[src/rtl/mlp_layer_sequencer.sv]
// Control sequencer for one fully connected MLP layer: streams weight/input reads
// and drives the accumulate, ReLU and output-write strobes of the datapath.
module mlp_layer_sequencer #(
  parameter int NUM_IN  = 16,
  parameter int NUM_OUT = 16,
  parameter int AW      = 8
) (
  input  logic          clk,
  input  logic          rst,
  input  logic          start,
  input  logic [1:0]    bank_ready,
  output logic          busy,
  output logic          done,
  output logic          bank_sel,
  output logic          bank_release,
  output logic          w_rd_en,
  output logic [AW-1:0] w_rd_addr,
  output logic          x_rd_en,
  output logic [AW-1:0] x_rd_addr,
  output logic          acc_en,
  output logic          acc_first,
  output logic          relu_ld,
  output logic          out_wr_en,
  output logic [AW-1:0] out_addr
);

  typedef enum logic [1:0] {IDLE, WAIT_BANK, FETCH, DRAIN} state_t;

  localparam logic [AW-1:0] K_LAST = AW'(NUM_IN - 1);
  localparam logic [AW-1:0] J_LAST = AW'(NUM_OUT - 1);
  localparam logic [AW-1:0] ONE    = AW'(1);

  state_t        state;
  logic [AW-1:0] j;
  logic          bank_seen;
  logic [2:0]    drain_cnt;

  // x_rd_addr doubles as the k counter; w_rd_addr is a running linear counter.
  always_ff @(posedge clk or negedge rst) begin
    if (!rst) begin
      state        <= IDLE;
      j            <= '0;
      bank_seen    <= 1'b0;
      drain_cnt    <= '0;
      busy         <= 1'b0;
      done         <= 1'b0;
      bank_sel     <= 1'b0;
      bank_release <= 1'b0;
      w_rd_en      <= 1'b0;
      x_rd_en      <= 1'b0;
      w_rd_addr    <= '0;
      x_rd_addr    <= '0;
    end else begin
      bank_release <= 1'b0;
      done         <= 1'b0;
      case (state)
        IDLE: begin
          if (start) begin
            busy      <= 1'b1;
            bank_seen <= 1'b0;
            if (bank_ready[bank_sel]) begin
              state   <= FETCH;
              w_rd_en <= 1'b1;
              x_rd_en <= 1'b1;
            end else begin
              state <= WAIT_BANK;
            end
          end
        end
        WAIT_BANK: begin
          if (bank_seen) begin
            state   <= FETCH;
            w_rd_en <= 1'b1;
            x_rd_en <= 1'b1;
          end else begin
            bank_seen <= bank_ready[bank_sel];
          end
        end
        FETCH: begin
          if (x_rd_addr == K_LAST) begin
            x_rd_addr <= '0;
            if (j == J_LAST) begin
              state        <= DRAIN;
              w_rd_en      <= 1'b0;
              x_rd_en      <= 1'b0;
              w_rd_addr    <= '0;
              j            <= '0;
              bank_release <= 1'b1;
              bank_sel     <= ~bank_sel;
              drain_cnt    <= '0;
            end else begin
              j         <= j + ONE;
              w_rd_addr <= w_rd_addr + ONE;
            end
          end else begin
            x_rd_addr <= x_rd_addr + ONE;
            w_rd_addr <= w_rd_addr + ONE;
          end
        end
        DRAIN: begin
          drain_cnt <= drain_cnt + 3'd1;
          // Last output write lands 3 cycles into DRAIN; done follows it.
          if (drain_cnt == 3'd3) done <= 1'b1;
          if (drain_cnt == 3'd4) begin
            state <= IDLE;
            busy  <= 1'b0;
          end
        end
        default: state <= IDLE;
      endcase
    end
  end

  logic          en_d1;
  logic          first_d1;
  logic          last_d1;
  logic          last_d2;
  logic [AW-1:0] j_d1;
  logic [AW-1:0] j_d2;
  logic [AW-1:0] j_d3;

  // Strobe delay line matching SRAM, multiplier and accumulator latency.
  always_ff @(posedge clk or negedge rst) begin
    if (!rst) begin
      en_d1     <= 1'b0;
      first_d1  <= 1'b0;
      last_d1   <= 1'b0;
      last_d2   <= 1'b0;
      j_d1      <= '0;
      j_d2      <= '0;
      j_d3      <= '0;
      acc_en    <= 1'b0;
      acc_first <= 1'b0;
      relu_ld   <= 1'b0;
      out_wr_en <= 1'b0;
      out_addr  <= '0;
    end else begin
      en_d1     <= w_rd_en;
      first_d1  <= w_rd_en && (x_rd_addr == '0);
      last_d1   <= w_rd_en && (x_rd_addr == K_LAST);
      last_d2   <= last_d1;
      j_d1      <= j;
      j_d2      <= j_d1;
      j_d3      <= j_d2;
      acc_en    <= en_d1;
      acc_first <= first_d1;
      relu_ld   <= last_d2;
      out_wr_en <= relu_ld;
      out_addr  <= j_d3;
    end
  end

endmodule
[config.mk]
export PLATFORM = sky130hd
export DESIGN_NAME = mlp_layer_sequencer
export DESIGN_NICKNAME = d
export VERILOG_FILES = /design/src/rtl/mlp_layer_sequencer.sv
export SDC_FILE = /design/constraint.sdc
export NUM_CORES = 1
export LEC_CHECK = 0
export CORE_UTILIZATION = 48
export CTS_CLUSTER_SIZE = 40
export DETAILED_ROUTE_END_ITERATION = 8
export PLACE_DENSITY = 0.74
export SLEW_MARGIN = 20
export SYNTH_ARGS = -nofsm -noshare
export SYNTH_HDL_FRONTEND = slang
export SYNTH_SLANG_ARGS = --single-unit
[constraint.sdc]
create_clock -name clk -period 1.9 [get_ports clk]
set_input_delay 0.38 -clock clk [delete_from_list [all_inputs] [get_ports clk]]
set_output_delay 0.38 -clock clk [all_outputs]
set_load 0.03 [all_outputs]
==> impl_results.md <==
- DR WL/cell: 13.1 microns
- Final Hold Fails: 0
- Pint: 2.52 mW
- Sink Count: between 70 and 80
- Pre-CTS WS: -21.8 ps
- GRT overflow: 0
- Ys Warns: 0
- Period minus WS final: 1900 ps
- Final period util: between 90 and 100%
- Final ANT Viol Nets: 0
- Cell Chain, Critical Path: or4_4 > o41ai_4 > nand3_2 > mux2_4
- Pre-antenna DRT Iters: 4
- Vias per cell: between 5 and 6
- Maxcap violations: 0
- Routed WL: 4610 microns
- Worst path max stage delay: 580 ps
- Root Buffer: clkbuf_8
- Comb pwr share: ~1.5%
- Startpoint types: register
- Max Clk Rate: 527 MHz
- Nets: 290
- Ys flop type: dfrtp_1
- Crit path DAT: 2120 ps
- Cts hold-fix bufs: 0
- Die Area: between 0.006 and 0.007 sq mm
- Die H: 77.8 microns
- Max Fanout on Critical Path: 3
- PwrDens: 845 mW/mm^2
- Register area share after synthesis: between 60 and 70%
- DR DRC count: 0
- Min-delay worst type: input pin to asynchronous set/reset pin
- H-tree depth: 3
- RSZ-0062 raised after global routing: true
- Slew headroom: roughly 64%
- Die width: approximately 80 microns
- Worst r2r path cells: 4
- Inserted Clock Buffers: 9
- CP Capture Type: register
- Clock group share of total power: 47.2%
- Worst Setup SP: j[5]
- Worst Path Class, Setup: register to register
- Slew at the pin with the worst max-slew slack: 542 ps
- PortBufs: 38
- Total GRT Usage: 17.3%
- Commonest non-fill, non-tap cells in the layout: dfrtp_1, clkdlybuf4s50_1, buf_4
- Worst setup margin: 2.67 ps
- Floorplan row count: 27
- Critical path's slowest cell: or4_4
- Slew Limit Fails: 0
- Synthesis-to-finish area growth: 33.5%
- Sw Share: 19.1%
- ANT cells: 0
- First-pass GRT wire length: 7830 microns
- Mapped Cells: between 200 and 250
- Vias in the first global route: 1737
- Placed cell count: 332
- Clock transition at path regs: 80 ps
- Starting DRC count in detailed routing: 61
- Initial antenna violation count: 0
- Routability Congestion: slightly below 0.8
- DP HPWL: 3190 microns
- # fillers: 402
- Total chip power: 3.11 mW
- Worst EP required: roughly 2100 ps
- Async SR Flop Fraction: 100%
- Post-synth EDFFs: 0
- Largest net degree at the start of global routing: 34
- End point of the critical path: state[0]
- Std-Cell Core Area: between 0.005 and 0.006 sq mm
- Seq pwr share: 51.2%
- Initial core utilization: 49.8%
- Worst R2R End: state[0]
- Post-synth cell types: 35
- Worst reg2reg setup slack: 3 ps
- Worst-Skew Late Latency: 340 ps
- CTS max path bufs: 2
- Ports: 39
- Max Clock Skew: 5.72 ps
- Most common cell after layout, fill and taps aside: dfrtp_1
- Setup Viol. Count Final: 0
- Finished Layout Cells: approximately 350
- #FFs+latches synth: 75
- Cell Area, Synth: 0.00276 sq mm
- Sw power: 0.593 mW
- Finished Core Util: 66.5%
- Post-Syn Nets: 224
- Mean post-synth cell area: between 10 and 15 sq um
- Status: finished clean
- Routed via count: 1757
- RR Startpoint: j[5]
- Peak VDD IR: 0.000458 V
- Share of layout cells above drive strength 1: 18.3%
- TritonCTS clock tree: done
- Lkg Pwr: 1.81 nW
- Hold slack: 19.1 ps
## power groups by stage
stage | combinational (mW) | clock (mW) | sequential [mW]
6_report | 0.0479 | 1.47 | 1.60
3_3_place_gp | 0.0502 | 0 | 1.63
3_5_place_dp | 0.0510 | 0 | 1.63
4_1_cts | 0.0511 | 1.51 | 1.59
2_1_floorplan | 0.00174 | 0 | 1.63
5_1_grt | 0.0559 | 1.58 | 1.59
## layer usage
layer	part of all wire, %	up-vias	track usage (%)
li1	-	837	-
met5	0	-	0
met1	44	865	21.3
met3	4.7	8	4.94
met4	1.6	0	9.43
met2	50	47	27.5
## registers in the layout, indices dropped and copies added, names as in the netlist, 2 cells and up
| signal | count |
|---|---|
| j | 8 |
| j_d1 | 8 |
| j_d2 | 8 |
| j_d3 | 8 |
| out_addr | 8 |
| w_rd_addr | 8 |
| x_rd_addr | 8 |
| drain_cnt | 3 |
| state | 2 |
## critical path, delay by kind of cell (launching register included)
| kind | cells | cell delay, ps |
|---|---|---|
| compound gates | 1 | 350 |
| mux | 1 | 320 |
| simple gates | 2 | 730 |
| flops | 1 | 390 |
## worst min-delay path by stage
| stage | slack (ps) | to | startpoint |
|---|---|---|---|
| after floorplan | 80 | acc_en | rst |
| after global placement | 330 | out_addr[7] | j_d3[7] |
| after detailed placement | 330 | j_d3[5] | j_d2[5] |
| after CTS | 30 | drain_cnt[0] | rst |
| after global routing | 30 | w_rd_addr[1] | rst |
| final | 20 | drain_cnt[2] | rst |
## cells in the mapped netlist, drive strengths merged (2+ instances only)
cell / instances / area, sq um
a21oi: 5 / 25.0
and2: 2 / 12.5
and3: 3 / 18.8
buf: 2 / 12.5
clkbuf: 2 / 7.51
dfrtp: 75 / 1880
ha: 11 / 138
inv: 12 / 45.0
mux2: 2 / 26.3
mux2i: 5 / 50.1
nand2: 17 / 63.8
nand3: 6 / 35.0
nand4: 5 / 31.3
nor2: 10 / 37.5
nor2b: 2 / 12.5
nor3: 2 / 10.0
nor4: 4 / 25.0
o21ai: 14 / 70.1
o2bb2ai: 3 / 26.3
or3: 2 / 12.5
or4: 2 / 18.8
xnor2: 4 / 35.0
xor2: 11 / 96.3
## logic make-up (layout without fill, tap and decap cells)
kind of cell	count (synthesis)	count (layout)	share of synthesized area (%)
buffers and inverters	16	87	2.36
adders and majority gates	11	11	4.99
and+or+nand+nor	57	57	10.6
DFF	75	75	68.0
muxes	7	7	2.77
xor gates and xnor gates	15	15	4.76
AOI/OAI and AO/OA	27	27	6.57
## area by class of cell
type	instances	area (sq um)	share of cell area (%)
Clock buffer	10	138	3.73
Inverter	12	45.0	1.22
Sequential cell	75	1880	51.1
Multi-Input combinational cell	117	851	23.1
Tap cell	72	90.1	2.44
Clock inverter	6	111	3.02
Timing Repair Buffer	59	569	15.4
## timing repair
action	4_1_cts	5_1_grt
buffers inserted	0	3
pin swaps	1	5
gates resized for setup	3	6
setup endpoints to repair	5	8
gates cloned	0	0
## per-stage QoR
step	setup TNS, ps	area, sq um
final	0	3690
after global routing	-96.8	3690
after CTS	-11.2	3640
after detailed placement	-28.1	3390
after global placement	0	3390
after floorplan	-105	2780
No activity file was read; power rests on OpenSTA's default activity.
